### src/rtl/uart_pkg.sv
// Shared UART constants and types used by the Tx FIFO and the Tx top.
package uart_pkg;

  localparam int unsigned UART_DATA_WIDTH = 8;
  localparam int unsigned UART_FIFO_DEPTH = 8;

  typedef logic [UART_DATA_WIDTH-1:0] uart_byte_t;

endpackage

### src/rtl/uart_fifo_mem.sv
// DEPTH x DATA_WIDTH register array: synchronous write, asynchronous read.
module uart_fifo_mem
  import uart_pkg::*;
#(
  parameter int unsigned DATA_WIDTH = UART_DATA_WIDTH,
  parameter int unsigned DEPTH      = UART_FIFO_DEPTH,
  parameter int unsigned AW         = $clog2(DEPTH)
) (
  input  logic                  clk,
  input  logic                  we,
  input  logic [AW-1:0]         waddr,
  input  logic [DATA_WIDTH-1:0] wdata,
  input  logic [AW-1:0]         raddr,
  output logic [DATA_WIDTH-1:0] rdata
);

  logic [DATA_WIDTH-1:0] mem_q [DEPTH];

  always_ff @(posedge clk) begin
    if (we) begin
      mem_q[waddr] <= wdata;
    end
  end

  assign rdata = mem_q[raddr];

endmodule

### src/rtl/uart_tx_fifo.sv
// First-word-fall-through byte FIFO feeding the UART Tx serializer.
module uart_tx_fifo
  import uart_pkg::*;
#(
  parameter int unsigned DATA_WIDTH = UART_DATA_WIDTH,
  parameter int unsigned DEPTH      = UART_FIFO_DEPTH,
  // Derived from DEPTH; it sits in the list only because count needs it.
  parameter int unsigned AW         = $clog2(DEPTH)
) (
  input  logic                  clk,
  input  logic                  rst,
  input  logic                  wr_en,
  input  logic [DATA_WIDTH-1:0] wr_data,
  output logic                  full,
  output logic                  empty,
  output logic [AW:0]           count,
  output logic                  overflow,
  output logic [DATA_WIDTH-1:0] P_DATA,
  output logic                  data_valid,
  input  logic                  busy
);

  localparam logic [AW:0] FullCount = (AW+1)'(DEPTH);

  logic [AW-1:0]         wr_ptr_q;
  logic [AW-1:0]         rd_ptr_q;
  logic [AW:0]           count_q;
  logic [AW:0]           count_d;
  logic                  overflow_q;
  logic                  push;
  logic                  pop;
  logic                  mem_we;
  logic [DATA_WIDTH-1:0] mem_rdata;

  assign empty      = (count_q == '0);
  assign full       = (count_q == FullCount);
  assign data_valid = !empty;
  assign count      = count_q;
  assign overflow   = overflow_q;
  // Idle-line value while nothing is queued.
  assign P_DATA     = empty ? '1 : mem_rdata;

  always_comb begin
    pop    = data_valid && !busy;
    push   = wr_en && (!full || pop);
    mem_we = push && !rst;
    unique case ({push, pop})
      2'b10:   count_d = count_q + 1'b1;
      2'b01:   count_d = count_q - 1'b1;
      default: count_d = count_q;
    endcase
  end

  always_ff @(posedge clk) begin
    if (rst) begin
      wr_ptr_q   <= '0;
      rd_ptr_q   <= '0;
      count_q    <= '0;
      overflow_q <= 1'b0;
    end else begin
      count_q <= count_d;
      if (push) begin
        wr_ptr_q <= wr_ptr_q + 1'b1;
      end
      if (pop) begin
        rd_ptr_q <= rd_ptr_q + 1'b1;
      end
      if (wr_en && !push) begin
        overflow_q <= 1'b1;
      end
    end
  end

  uart_fifo_mem #(
    .DATA_WIDTH(DATA_WIDTH),
    .DEPTH     (DEPTH),
    .AW        (AW)
  ) u_mem (
    .clk  (clk),
    .we   (mem_we),
    .waddr(wr_ptr_q),
    .wdata(wr_data),
    .raddr(rd_ptr_q),
    .rdata(mem_rdata)
  );

endmodule

### config.mk
export PLATFORM = sky130hd
export DESIGN_NAME = uart_tx_fifo
export DESIGN_NICKNAME = d
export VERILOG_FILES = /design/src/rtl/uart_pkg.sv /design/src/rtl/uart_fifo_mem.sv /design/src/rtl/uart_tx_fifo.sv
export SDC_FILE = /design/constraint.sdc
export NUM_CORES = 1
export LEC_CHECK = 0
export ABC_AREA = 1
export ABC_CLOCK_PERIOD_IN_PS = 1630
export CAP_MARGIN = 20
export CORE_MARGIN = 2
export CORE_UTILIZATION = 51
export CTS_CLUSTER_DIAMETER = 80
export DETAILED_ROUTE_END_ITERATION = 7
export PLACE_DENSITY = 0.82
export SYNTH_ARGS = -nofsm -noshare
export SYNTH_HDL_FRONTEND = slang
export SYNTH_HIERARCHICAL = 1
export SYNTH_SLANG_ARGS = --single-unit
### constraint.sdc
create_clock -name clk -period 1.63 [get_ports clk]
set_input_delay 0.163 -clock clk [delete_from_list [all_inputs] [get_ports clk]]
set_output_delay 0.163 -clock clk [all_outputs]
set_load 0.005 [all_outputs]
Word level (Yosys, flattened, before mapping)
Memory sizes are Yosys's and may differ from the RTL's. A register that Yosys moved wholly into a read port is not among the register bits.
Index checks and enable logic that the tools add are counted.
{"block": "word_totals", "out_inout_bits": 16, "memories": 1, "input_bits": 12, "ff_bits": 11, "ramBits": 64}
{"name": "u_mem.mem_q", "words": 8, "word_bits": 8, "read_ports": 1, "rd_clocked_by_memory_dff": 1, "write_ports": 1, "line": "uart_fifo_mem.sv:17", "source": "logic [DATA_WIDTH-1:0] mem_q [DEPTH];"}
{"block": "classes", "add_sub_neg": 4, "n_reduce_logical": 12, "muxes": 6, "eq_ne": 3}
{"operator": "8-bit two-way mux", "count": 1}
{"operator": "4-bit one-hot mux with 2 select lines", "count": 1}
{"operator": "3-bit by 1-bit adder with 3-bit output, second input constant", "count": 2}
{"operator": "3-bit two-way mux", "count": 2}
{"operator": "1-bit logical NOT", "count": 5}
{"operator": "4-bit by 1-bit adder with 4-bit output, second input constant", "count": 1}
{"operator": "4-bit equality test, second input constant", "count": 1}
{"operator": "1-bit logical AND", "count": 4}
{"operator": "4-bit logical NOT", "count": 1}
{"operator": "4-bit by 1-bit subtractor with 4-bit output, second input constant", "count": 1}
{"operator": "2-bit by 1-bit equality test with 1-bit output, second input constant", "count": 1}
{"operator": "2-bit equality test, second input constant", "count": 1}
{"operator": "1-bit two-way mux", "count": 2}
{"operator": "2-bit nonzero test", "count": 1}
{"operator": "1-bit logical OR", "count": 1}

Depth between registers and ports, before layout
{"block": "depth", "word_depth": 8, "mapped_depth": 12, "ltp_nobuf": 12}

Hierarchy
Netlist, hierarchy kept.
{"mod": "uart_fifo_mem", "cells_each": 295, "instances": 1, "seq_area_each_um2": 1921.8, "area_per_inst_um2": 2890.3}
{"mod": "uart_tx_fifo", "cells_each": 89, "instances": 1, "seq_area_each_um2": 220.2, "area_per_inst_um2": 719.4}

Worst setup path after synthesis
OpenSTA, ideal clock, no wires.
{"block": "synth_path", "path_kind": "reg2reg", "start": "reg count_q[0], in the netlist count[0]", "end": "mem u_mem/mem_q[1][0] (netlist bit), enable pin", "period_less_slack_ns": 1.642, "setup_slack_ns": -0.012, "path_buffers": 0, "arrival_time_ns": 1.272, "required_ns": 1.260, "path_stages_with_launch": 7, "setup_time_ns": 0.370, "cell_sequence": "dfxtp_1 > nor2_4 > nand4_1 > nand2_1 > nor2_1 > nand2_1 > nor2_1"}
{"block": "synth_between", "elab_chain_cells": 8, "word_cells_on_any_way": 10, "cone_classes": "eq/ne (1); mux (2); reduce/logical (7)"}
{"element": "from (decl)", "line": "uart_tx_fifo.sv:27", "source": "logic [AW:0] count_q;"}
{"element": "from (signal assigned)", "line": "uart_tx_fifo.sv:61", "source": "count_q <= count_d;"}
{"element": "4-bit logical NOT", "line": "uart_tx_fifo.sv:35", "source": "assign empty = (count_q == '0);"}
{"element": "1-bit logical NOT", "line": "uart_tx_fifo.sv:37", "source": "assign data_valid = !empty;"}
{"element": "1-bit logical AND", "line": "uart_tx_fifo.sv:44", "source": "pop = data_valid && !busy;"}
{"element": "1-bit logical OR (*)", "line": "uart_tx_fifo.sv:45", "source": "push = wr_en && (!full || pop);"}
{"element": "1-bit logical AND (*)", "line": "uart_tx_fifo.sv:45"}
{"element": "1-bit logical AND (*)", "line": "uart_tx_fifo.sv:46", "source": "mem_we = push && !rst;"}
{"element": "named net mem_we", "line": "uart_tx_fifo.sv:32", "source": "logic mem_we;"}
{"element": "1-bit two-way mux (*)", "line": "uart_fifo_mem.sv:20", "source": "if (we) begin"}
{"element": "1-bit two-way mux (implied by the code) (*)", "line": "uart_fifo_mem.sv:21", "source": "mem_q[waddr] <= wdata;"}
{"element": "to (decl)", "line": "uart_fifo_mem.sv:17"}
Mark *: on every way through the listed nets, which the timed path passes. The rest lies on a longest branch.

==> results.sh <==
export IMPL_fin_crit_ps=1890
export IMPL_pwr_share_comb_pct=38.2
export IMPL_setup_violations=33
export IMPL_syn_area_um2=3610
export IMPL_final_setup_skew_ps=4.86
export IMPL_synth_distinct_cells=27
export IMPL_p_per_area_nw_per_um2=1310
export IMPL_wl_met1_mm=3.41
export IMPL_ys_seq_elements=75
export IMPL_yosys_warnings=6
export IMPL_drt_antenna_violating_nets=0
export IMPL_port_buffers=27
export IMPL_grt_use_total_pct=23.4
export IMPL_synth_ff_type="edfxtp_1"
export IMPL_slew_headroom_pct=76.0
export IMPL_wl_met3_um=488
export IMPL_worst_pin_slew_ps=359
export IMPL_synthCells=384
export IMPL_netSwitchingPower_w=0.00203
export IMPL_drive_above_1_share_pct=29.4
export IMPL_crit_path_end_kind="primary output"
export IMPL_area_delta_synth_final_pct=30.2
export IMPL_first_pass_iters=7
export IMPL_n_antenna_cell=0
export IMPL_syn_area_per_cell_um2=9.40
export IMPL_top_layer="met4"
export IMPL_fmax_ghz=0.530
export IMPL_htree_levels=3
export IMPL_dp_hpwl_mm=5.15
export IMPL_gp_congestion=0.849
export IMPL_layout_commonest_cell="nand2_1"
export IMPL_leakagePower_nw=2.13
export IMPL_final_max_slew_violation_count=0
export IMPL_via_per_inst=5.11
export IMPL_cp_arrival_ps=1720
export IMPL_critPathMaxFanout=6
export IMPL_cts_sinks=75
export IMPL_root_buffer="clkbuf_8"
export IMPL_p_sw_share_pct=33.1
export IMPL_core_um2=6830
export IMPL_synth_edf_count=64
export IMPL_clock_path_buffers=2
export IMPL_start_kind="flop"
export IMPL_wl_met2_mm=4.63
export IMPL_cts_made_buffers=9
export IMPL_syn_num_nets=401
export IMPL_setup_tns_ps=-1940
export IMPL_p_clk_share_pct=24.6
export IMPL_status="finished with violations"
export IMPL_worst_slack_ps=-258
export IMPL_maxCapViolCount=0
export IMPL_die_area_um2=7770
export IMPL_pwr_share_seq_pct=37.2
export IMPL_ir_drop_mv=0.913
export IMPL_nNetsFinal=472
export IMPL_min_path_type="reg2reg"
export IMPL_fin_hold_ws_ps=456
export IMPL_overflow=0
export IMPL_ioPinCount=28
export IMPL_insertion_delay_ps=340
export IMPL_async_flop_share_pct=0
export IMPL_num_vias=2837
export IMPL_initial_core_util_pct=52.8
export IMPL_row_count=30
export IMPL_finalCritPeriodShare_pct=116
export IMPL_hold_buffers=0
export IMPL_drtIter0Drc=216
export IMPL_cp_required_ps=1470
export IMPL_die_w_um=88.1
export IMPL_wire_per_inst_um=15.8
export IMPL_final_util_pct=68.8
export IMPL_grt_pass1_wl_mm=13.3
export IMPL_final_cell_mix="nand2_1 (99), inv_1 (77), edfxtp_1 (64)"
export IMPL_hold_viol=0
export IMPL_seq_area_frac_synth_pct=59.3
export IMPL_violations="setup timing"
export IMPL_drc_errors=0
export IMPL_cts_tree="built"
export IMPL_internal_power_w=0.00412
export IMPL_rsz0062_at_grt="true"
export IMPL_grt_max_degree=17
export IMPL_wl_mm=8.80
export IMPL_clk_pin_slew_ps=80
export IMPL_criticalPathCategory="reg2out"
export IMPL_antenna_found_initial=0
export IMPL_grt_pass1_vias=2805
export IMPL_die_height_um=88.1
-- critical path, stage by stage (launching register included) --
cell	delay (ps)
dfxtp_4	440
buf_4	140
buf_6	100
nand2_1	60
nand3_1	90
nand2_1	70
nand2_1	80
nand2_1	50
or2_1	210
buf_2	130
-- final timing paths --
path	from	to	slack, ps	cells past startpoint
hold reg to reg	overflow	overflow	460	2
setup reg to reg	count[3]	u_mem/mem_q[3][1]	-70	7
hold / removal	overflow	overflow	460	2
setup / recovery	rd_ptr_q[0]	P_DATA[3]	-260	9
-- power by group through the flow --
| stage | combinational (W) | sequential [W] | clock (W) |
|---|---|---|---|
| floorplan | 0.00113 | 0.00230 | 0 |
| global placement | 0.00191 | 0.00228 | 0 |
| detailed placement | 0.00197 | 0.00229 | 0 |
| CTS | 0.00228 | 0.00227 | 0.00153 |
| global route | 0.00255 | 0.00229 | 0.00161 |
| finish | 0.00235 | 0.00229 | 0.00151 |
-- per-layer routing --
metal  up-vias  track usage, %
met5         -               0
met2       120            41.2
li1       1339               -
met3        24            4.71
met1      1354            26.7
met4         0            12.4
-- flip-flops by register name (all words and copies together), names as in the netlist --
register	count
u_mem/mem_q	64
count	4
rd_ptr_q	3
wr_ptr_q	3
overflow	1
-- layout make-up --
type | instances | area (um^2)
Tap cell | 96 | 120
Sequential cell | 75 | 2150
Clock inverter | 6 | 81.3
Multi-Input combinational cell | 214 | 1240
Clock buffer | 9 | 124
Timing Repair Buffer | 71 | 637
Inverter | 84 | 342
Fill cell | 489 | 2130
-- kinds of logic after synthesis --
kind of cell / synth area share (%)
AOI/OAI and AO/OA: 2.15
xor gates and xnor gates: 0.728
adders and majority gates: 1.94
buffers and inverters: 12.0
DFF: 59.3
and+or+nand+nor: 23.9
-- Yosys cell counts (2+ instances only) --
cell      count  share of area [%]
a21oi_1       8                1.1
buf_2         2               0.28
buf_4         3               0.62
buf_6         6                1.9
dfxtp_1      11                6.1
edfxtp_1     64                 53
ha_1          4                1.4
inv_1        78                8.1
inv_2         4               0.42
nand2_1     119                 12
nand2_2       2               0.35
nand2_4       2               0.62
nand3_1      37                5.1
nor2_1       17                1.8
o21ai_1       6               0.83
or2_1         8                1.4
xor2_1        3               0.73
-- timing repair --
action | 4_1_cts | 5_1_grt
cloned | 2 | 0
pin swaps | 34 | 25
resized for setup | 79 | 45
endpoints found under the setup margin | 12 | 76
buffers inserted | 11 | 1
-- metrics by stage --
step	total power (W)	cells	setup WS, ps	cell area [um^2]
after floorplan	0.00343	384	-1.66	3610
after global placement	0.00418	530	-189	4170
after detailed placement	0.00425	530	-250	4170
after CTS	0.00607	558	-249	4620
after global routing	0.00645	555	-333	4700
final	0.00615	555	-258	4700
(Power assumes the default switching activity.)
